## src/rtl/stream_pkg.sv

```systemverilog
// Shared stream-port definitions.
// Flag bit positions and widths for the master flags (downstream-going,
// {A,F,L,V}) and slave flags (upstream-going, {reserved,BSY}) used by every
// streaming block.
package stream_pkg;

  localparam int MF_W   = 4;
  localparam int SF_W   = 2;

  localparam int MF_V   = 0;
  localparam int MF_L   = 1;
  localparam int MF_F   = 2;
  localparam int MF_A   = 3;

  localparam int SF_BSY = 0;

endpackage

```

## src/rtl/iir4_mac.sv

```systemverilog
// Combinational 7-term multiply/accumulate for the 3rd-order DF-I IIR.
//   y = b0*x0 + b1*x1 + b2*x2 + b3*x3 - a1*y1 - a2*y2 - a3*y3   (modulo 2^W)
// Ports:
//   b0..b3  in  W  feed-forward coefficients (signed)
//   a1..a3  in  W  feedback coefficients (signed)
//   x0..x3  in  W  x[n], x[n-1], x[n-2], x[n-3]
//   y1..y3  in  W  y[n-1], y[n-2], y[n-3]
//   y       out W  y[n]
module iir4_mac
  import stream_pkg::*;
#(
  parameter int W = 16
) (
  input  logic signed [W-1:0] b0,
  input  logic signed [W-1:0] b1,
  input  logic signed [W-1:0] b2,
  input  logic signed [W-1:0] b3,
  input  logic signed [W-1:0] a1,
  input  logic signed [W-1:0] a2,
  input  logic signed [W-1:0] a3,
  input  logic signed [W-1:0] x0,
  input  logic signed [W-1:0] x1,
  input  logic signed [W-1:0] x2,
  input  logic signed [W-1:0] x3,
  input  logic signed [W-1:0] y1,
  input  logic signed [W-1:0] y2,
  input  logic signed [W-1:0] y3,
  output logic signed [W-1:0] y
);

  // Full-precision product reduced to its W LSBs; the filter deliberately
  // wraps instead of saturating or rounding.
  function automatic logic signed [W-1:0] mul_wrap(input logic signed [W-1:0] a,
                                                   input logic signed [W-1:0] b);
    logic signed [2*W-1:0] full;
    full = a * b;
    return $signed(full[W-1:0]);
  endfunction

  logic signed [W-1:0] ff0, ff1, ff2, ff3;
  logic signed [W-1:0] fb1, fb2, fb3;

  always_comb begin
    ff0 = mul_wrap(b0, x0);
    ff1 = mul_wrap(b1, x1);
    ff2 = mul_wrap(b2, x2);
    ff3 = mul_wrap(b3, x3);
    fb1 = mul_wrap(a1, y1);
    fb2 = mul_wrap(a2, y2);
    fb3 = mul_wrap(a3, y3);
    // W-bit context: the sum wraps modulo 2^W.
    y   = ff0 + ff1 + ff2 + ff3 - fb1 - fb2 - fb3;
  end

endmodule

```

## src/rtl/iir4_stream.sv

```systemverilog
// Streaming 4-tap (3rd-order) direct-form-I IIR filter.
// One sample in, one filtered sample out, latency 1 clock. The output word
// is held while downstream is busy; the upstream sees that as BSY.
// Ports:
//   clk           in   1      clock, rising edge
//   rst_n         in   1      asynchronous active-low reset
//   B0..B3        in   W      feed-forward coefficients (signed, static)
//   A1..A3        in   W      feedback coefficients (signed, static)
//   x_in_d0       in   W      input sample
//   x_in_mflags   in   MF_W   input flags {A,F,L,V}
//   x_in_sflags   out  SF_W   to upstream: [0] BSY, [1] reserved (0)
//   y_out_d0      out  W      filtered sample
//   y_out_mflags  out  MF_W   output flags, aligned with y_out_d0
//   y_out_sflags  in   SF_W   from downstream: [0] BSY, [1] ignored
module iir4_stream
  import stream_pkg::*;
#(
  parameter int W = 16
) (
  input  logic                clk,
  input  logic                rst_n,
  input  logic signed [W-1:0] B0,
  input  logic signed [W-1:0] B1,
  input  logic signed [W-1:0] B2,
  input  logic signed [W-1:0] B3,
  input  logic signed [W-1:0] A1,
  input  logic signed [W-1:0] A2,
  input  logic signed [W-1:0] A3,
  input  logic signed [W-1:0] x_in_d0,
  input  logic [MF_W-1:0]     x_in_mflags,
  output logic [SF_W-1:0]     x_in_sflags,
  output logic signed [W-1:0] y_out_d0,
  output logic [MF_W-1:0]     y_out_mflags,
  input  logic [SF_W-1:0]     y_out_sflags
);

  logic signed [W-1:0] x_d1, x_d2, x_d3;
  logic signed [W-1:0] y_d1, y_d2, y_d3;
  logic signed [W-1:0] y_new;
  logic                stall;
  logic                accept;
  logic                unused_sflags;

  // Only a word actually being presented can be stalled; BSY against an
  // empty output slot lets the stream keep flowing.
  assign stall  = y_out_sflags[SF_BSY] & y_out_mflags[MF_V];
  assign accept = x_in_mflags[MF_V] & ~stall;

  assign x_in_sflags   = {1'b0, stall};
  assign unused_sflags = y_out_sflags[1];

  iir4_mac #(.W(W)) u_mac (
    .b0 (B0),
    .b1 (B1),
    .b2 (B2),
    .b3 (B3),
    .a1 (A1),
    .a2 (A2),
    .a3 (A3),
    .x0 (x_in_d0),
    .x1 (x_d1),
    .x2 (x_d2),
    .x3 (x_d3),
    .y1 (y_d1),
    .y2 (y_d2),
    .y3 (y_d3),
    .y  (y_new)
  );

  // ---- stage boundary: delay lines and output register ----
  always_ff @(posedge clk or negedge rst_n) begin
    if (!rst_n) begin
      x_d1         <= '0;
      x_d2         <= '0;
      x_d3         <= '0;
      y_d1         <= '0;
      y_d2         <= '0;
      y_d3         <= '0;
      y_out_d0     <= '0;
      y_out_mflags <= '0;
    end else if (accept) begin
      x_d1         <= x_in_d0;
      x_d2         <= x_d1;
      x_d3         <= x_d2;
      y_d1         <= y_new;
      y_d2         <= y_d1;
      y_d3         <= y_d2;
      y_out_d0     <= y_new;
      y_out_mflags <= x_in_mflags;
    end else if (!stall) begin
      // Idle cycle: retire the presented word, keep data and history.
      y_out_mflags[MF_V] <= 1'b0;
    end
  end

endmodule

```

## config.mk

```make
export PLATFORM = sky130hd
export DESIGN_NAME = iir4_stream
export DESIGN_NICKNAME = d
export VERILOG_FILES = /design/src/rtl/stream_pkg.sv /design/src/rtl/iir4_mac.sv /design/src/rtl/iir4_stream.sv
export SDC_FILE = /design/constraint.sdc
export NUM_CORES = 2
export LEC_CHECK = 0
export BUFFER_PORTS_ARGS = -buffer_cell sky130_fd_sc_hd__buf_2
export CORE_MARGIN = 2
export CORE_UTILIZATION = 55
export DETAILED_ROUTE_END_ITERATION = 7
export GPL_ROUTABILITY_DRIVEN = 0
export HOLD_SLACK_MARGIN = 0.06
export PLACE_DENSITY = 0.81
export REMOVE_ABC_BUFFERS = 1
export SLEW_MARGIN = 0
export SYNTH_ARGS = -nofsm -noshare
export SYNTH_HDL_FRONTEND = slang
export SYNTH_HIERARCHICAL = 1
export SYNTH_SLANG_ARGS = --single-unit
```

## constraint.sdc

```tcl
create_clock -name clk -period 11.6 [get_ports clk]
set_input_delay 0.58 -clock clk [delete_from_list [all_inputs] [get_ports clk]]
set_output_delay 0.58 -clock clk [all_outputs]
set_load 0.05 [all_outputs]
```

==> summary.md <==
| Metric | Value |
|---|---|
| Run status | completed |
| Final ANT Viol Nets | 0 |
| Most used cell, CP | fa_1 |
| Final HPWL DP | 77,940 um |
| Clock H-tree levels | 3 |
| Synth top area cells | fa_1 (43%), ha_1 (13%), and2_1 (9.9%), inv_1 (9.4%), dfrtp_1 (7.5%) |
| TritonCTS Sinks | 100 |
| Layout Skew | 0.01363 ns |
| Seq/Total Area, Yosys | 7.501% |
| Vias per cell | 5.510 |
| Worst-path fanout max | 17 |
| R2r startpoint | y_d1[2] |
| Final Hold Viols | 0 |
| 1st-pass router iterations | 5 |
| CP Launch Type | flip-flop |
| Die Span Y | 250.3 um |
| Required @ worst endpoint | 11.90 ns |
| Synthesized area per cell | 9.676 um^2 |
| R2r endpoint | y_d1[15] |
| CP peak stage delay | 0.88 ns |
| Post-layout min period | 9.064 ns |
| WL/cell | 21.96 um |
| F_max | 110.3 MHz |
| Worst setup EP type | flip-flop |
| Critical path startpoint | y_d1[2] |
| GRT Residual Overflow | 0 |
| Final Cell Area | 34,940 um^2 |
| Synth top area share | 43.32% |
| Max-cap viol count | 0 |
| Iteration-0 DRC Markers | 2,179 |
| Inst Count DP | 4,277 |
| YS warnings | 6 |
| CTS tree | yes |
| Vias in the first global route | 25,620 |
| Fin Hold WS | 0.1960 ns |
| Boundary Pins | 158 |
| Port bufs | 155 |
| Root buffer cell | clkbuf_16 |
| Die area | 62,650 um^2 |
| Worst Path Arrival | 9.36 ns |
| Post-cts sizing count | 0 |
| First-pass GRT wire length | 147,000 um |
| Fin cells | 4,293 |
| Clock-pin slew on the worst setup and hold paths | 0.08 ns |
| Unrepaired setup endpoints after global routing | false |
| Worst r2r path cells | 29 |
| Top cells by count, synth | inv_1 (837), fa_1 (722), and2_1 (529) |
| Hold-fix buffer count after cts | 0 |
| Distinct cells, synth | 33 |
| Critical-path top delay cell | dfrtp_1 |
| Final TNS setup | 0 ns |
| Final Cycle Share | 78.14% |
| All-Layer GR Usage | 31.26% |
| Clock latency on the worst-skew pair | 0.40 ns |
| Most frequent cell after synthesis | inv_1 |
| Number of synthesized flops with an enable pin | 0 |
| Setup bufs post-CTS | 0 |
| Starting Density | 55.48% |
| Largest net degree at the start of global routing | 69 |
| Rel. slew slack | 28.66% |
| Final count of negative-setup-slack endpoints | 0 |
| Core area | 60,130 um^2 |
| Vias post-DR | 23,660 |
| Antenna violations before repair | 0 |
| Max clock buf depth | 2 |
| Number of buffers created by CTS | 9 |
| Critical path endpoint | y_d1[15] |
| Area leader, netlist | fa_1 |
| Row count | 90 |
| Worst Tran Pin Value | 1.070 ns |
| Layout cell share with drive strength beyond 1 | 8.063% |
| Max Slew Vio Count | 0 |
| Die Span X | 250.3 um |
| Post-synthesis register bit count | 100 |
| Residual DRC | 0 |
| Cells after Synth | 3,448 |
| Worst setup path category | reg2reg |
| Placed Area | 34,650 um^2 |
| Final wirelength | 94,250 um |
| Post-synth ARST share | 100.0% |
| Layout Nets | 4,711 |
| Cell Area, Synth | 33,360 um^2 |
| Area delta synth->final | 4.733% |
| Worst hold path type | in2async |
| R2r setup slk | 2.54 ns |
| Post-synth top flop | dfrtp_1 |
-- kinds of logic after synthesis --
group / synth area share [%]
fa+ha+maj: 56.34
simple gates: 15.09
buf+inv: 10.93
xor+xnor: 6.364
flops: 7.501
mux: 3.454
compound gates: 0.3076
other cells: 0.01124
-- routing by layer --
layer / share of wire, % / global-route usage [%]
met5: 0 / 0
met3: 9.6 / 6.287
met2: 48 / 51.61
met1: 37 / 39.93
met4: 5.4 / 14.18
-- state kept, by name, indices dropped and copies added, names as in the netlist --
signal        cells
y_d1             16
y_d3             16
x_d3             16
y_out_mflags      4
x_d1             16
x_d2             16
y_d2             16
-- worst max-delay path: cells and delay by family (launching register included) --
family          cells  cell delay (ns)
simple gates        4             0.62
xor+xnor            1             0.13
fa+ha+maj          12             5.56
mux                 1             0.27
compound gates      6             1.22
buf+inv             5             0.27
flops               1             0.88
-- final cells by class --
cell class	count	area (um^2)
Inverter	837	3142
Timing Repair Buffer	158	800.8
Clock buffer	10	229.0
Tap cell	782	978.4
Sequential cell	100	2502
Antenna cell	1	2.502
Multi-Input combinational cell	2400	27220
Clock inverter	5	62.56
Fill cell	5044	25190
-- stage by stage --
stage / setup WS [ns] / utilization (%)
floorplan: 3.292 / -
global placement: 2.664 / 57.62
detailed placement: 2.490 / 57.62
CTS: 2.605 / 58.10
global route: 2.275 / 58.10
finish: 2.536 / 58.11
-- cells in the final DEF (no fill, tap or decap), types with 2 or more instances in the layout --
| cell type | n |
|---|---|
| inv_1 | 837 |
| fa_1 | 722 |
| and2_1 | 529 |
| nand2_1 | 417 |
| ha_1 | 347 |
| xnor2_1 | 196 |
| buf_2 | 154 |
| dfrtp_1 | 100 |
| mux2_2 | 89 |
| xor2_1 | 39 |
| nor2_1 | 11 |
| mux2_4 | 10 |
| clkbuf_16 | 9 |
| nand2b_1 | 6 |
| buf_4 | 4 |
| a21oi_1 | 4 |
| o21ai_0 | 4 |
| nor2b_1 | 4 |
| nand2_2 | 4 |
| xnor2_2 | 3 |
| clkinvlp_4 | 2 |
| and2_2 | 2 |
| a21o_1 | 2 |
| nor3_1 | 2 |
| o41ai_1 | 2 |
-- worst min-delay path by stage --
| stage | start | to | cells past startpoint |
|---|---|---|---|
| finish | rst_n | y_d2[13] | 1 |
| global route | rst_n | y_out_mflags[2] | 1 |
| CTS | rst_n | y_d2[13] | 1 |
| detailed placement | y_out_mflags[2] | y_out_mflags[2] | 1 |
| global placement | y_out_mflags[2] | y_out_mflags[2] | 1 |
| floorplan | rst_n | x_d1[0] | 0 |
Power is left out: the tool's default activity adds up to more than one toggle a clock period on the data nets, which glitch-free logic cannot reach.
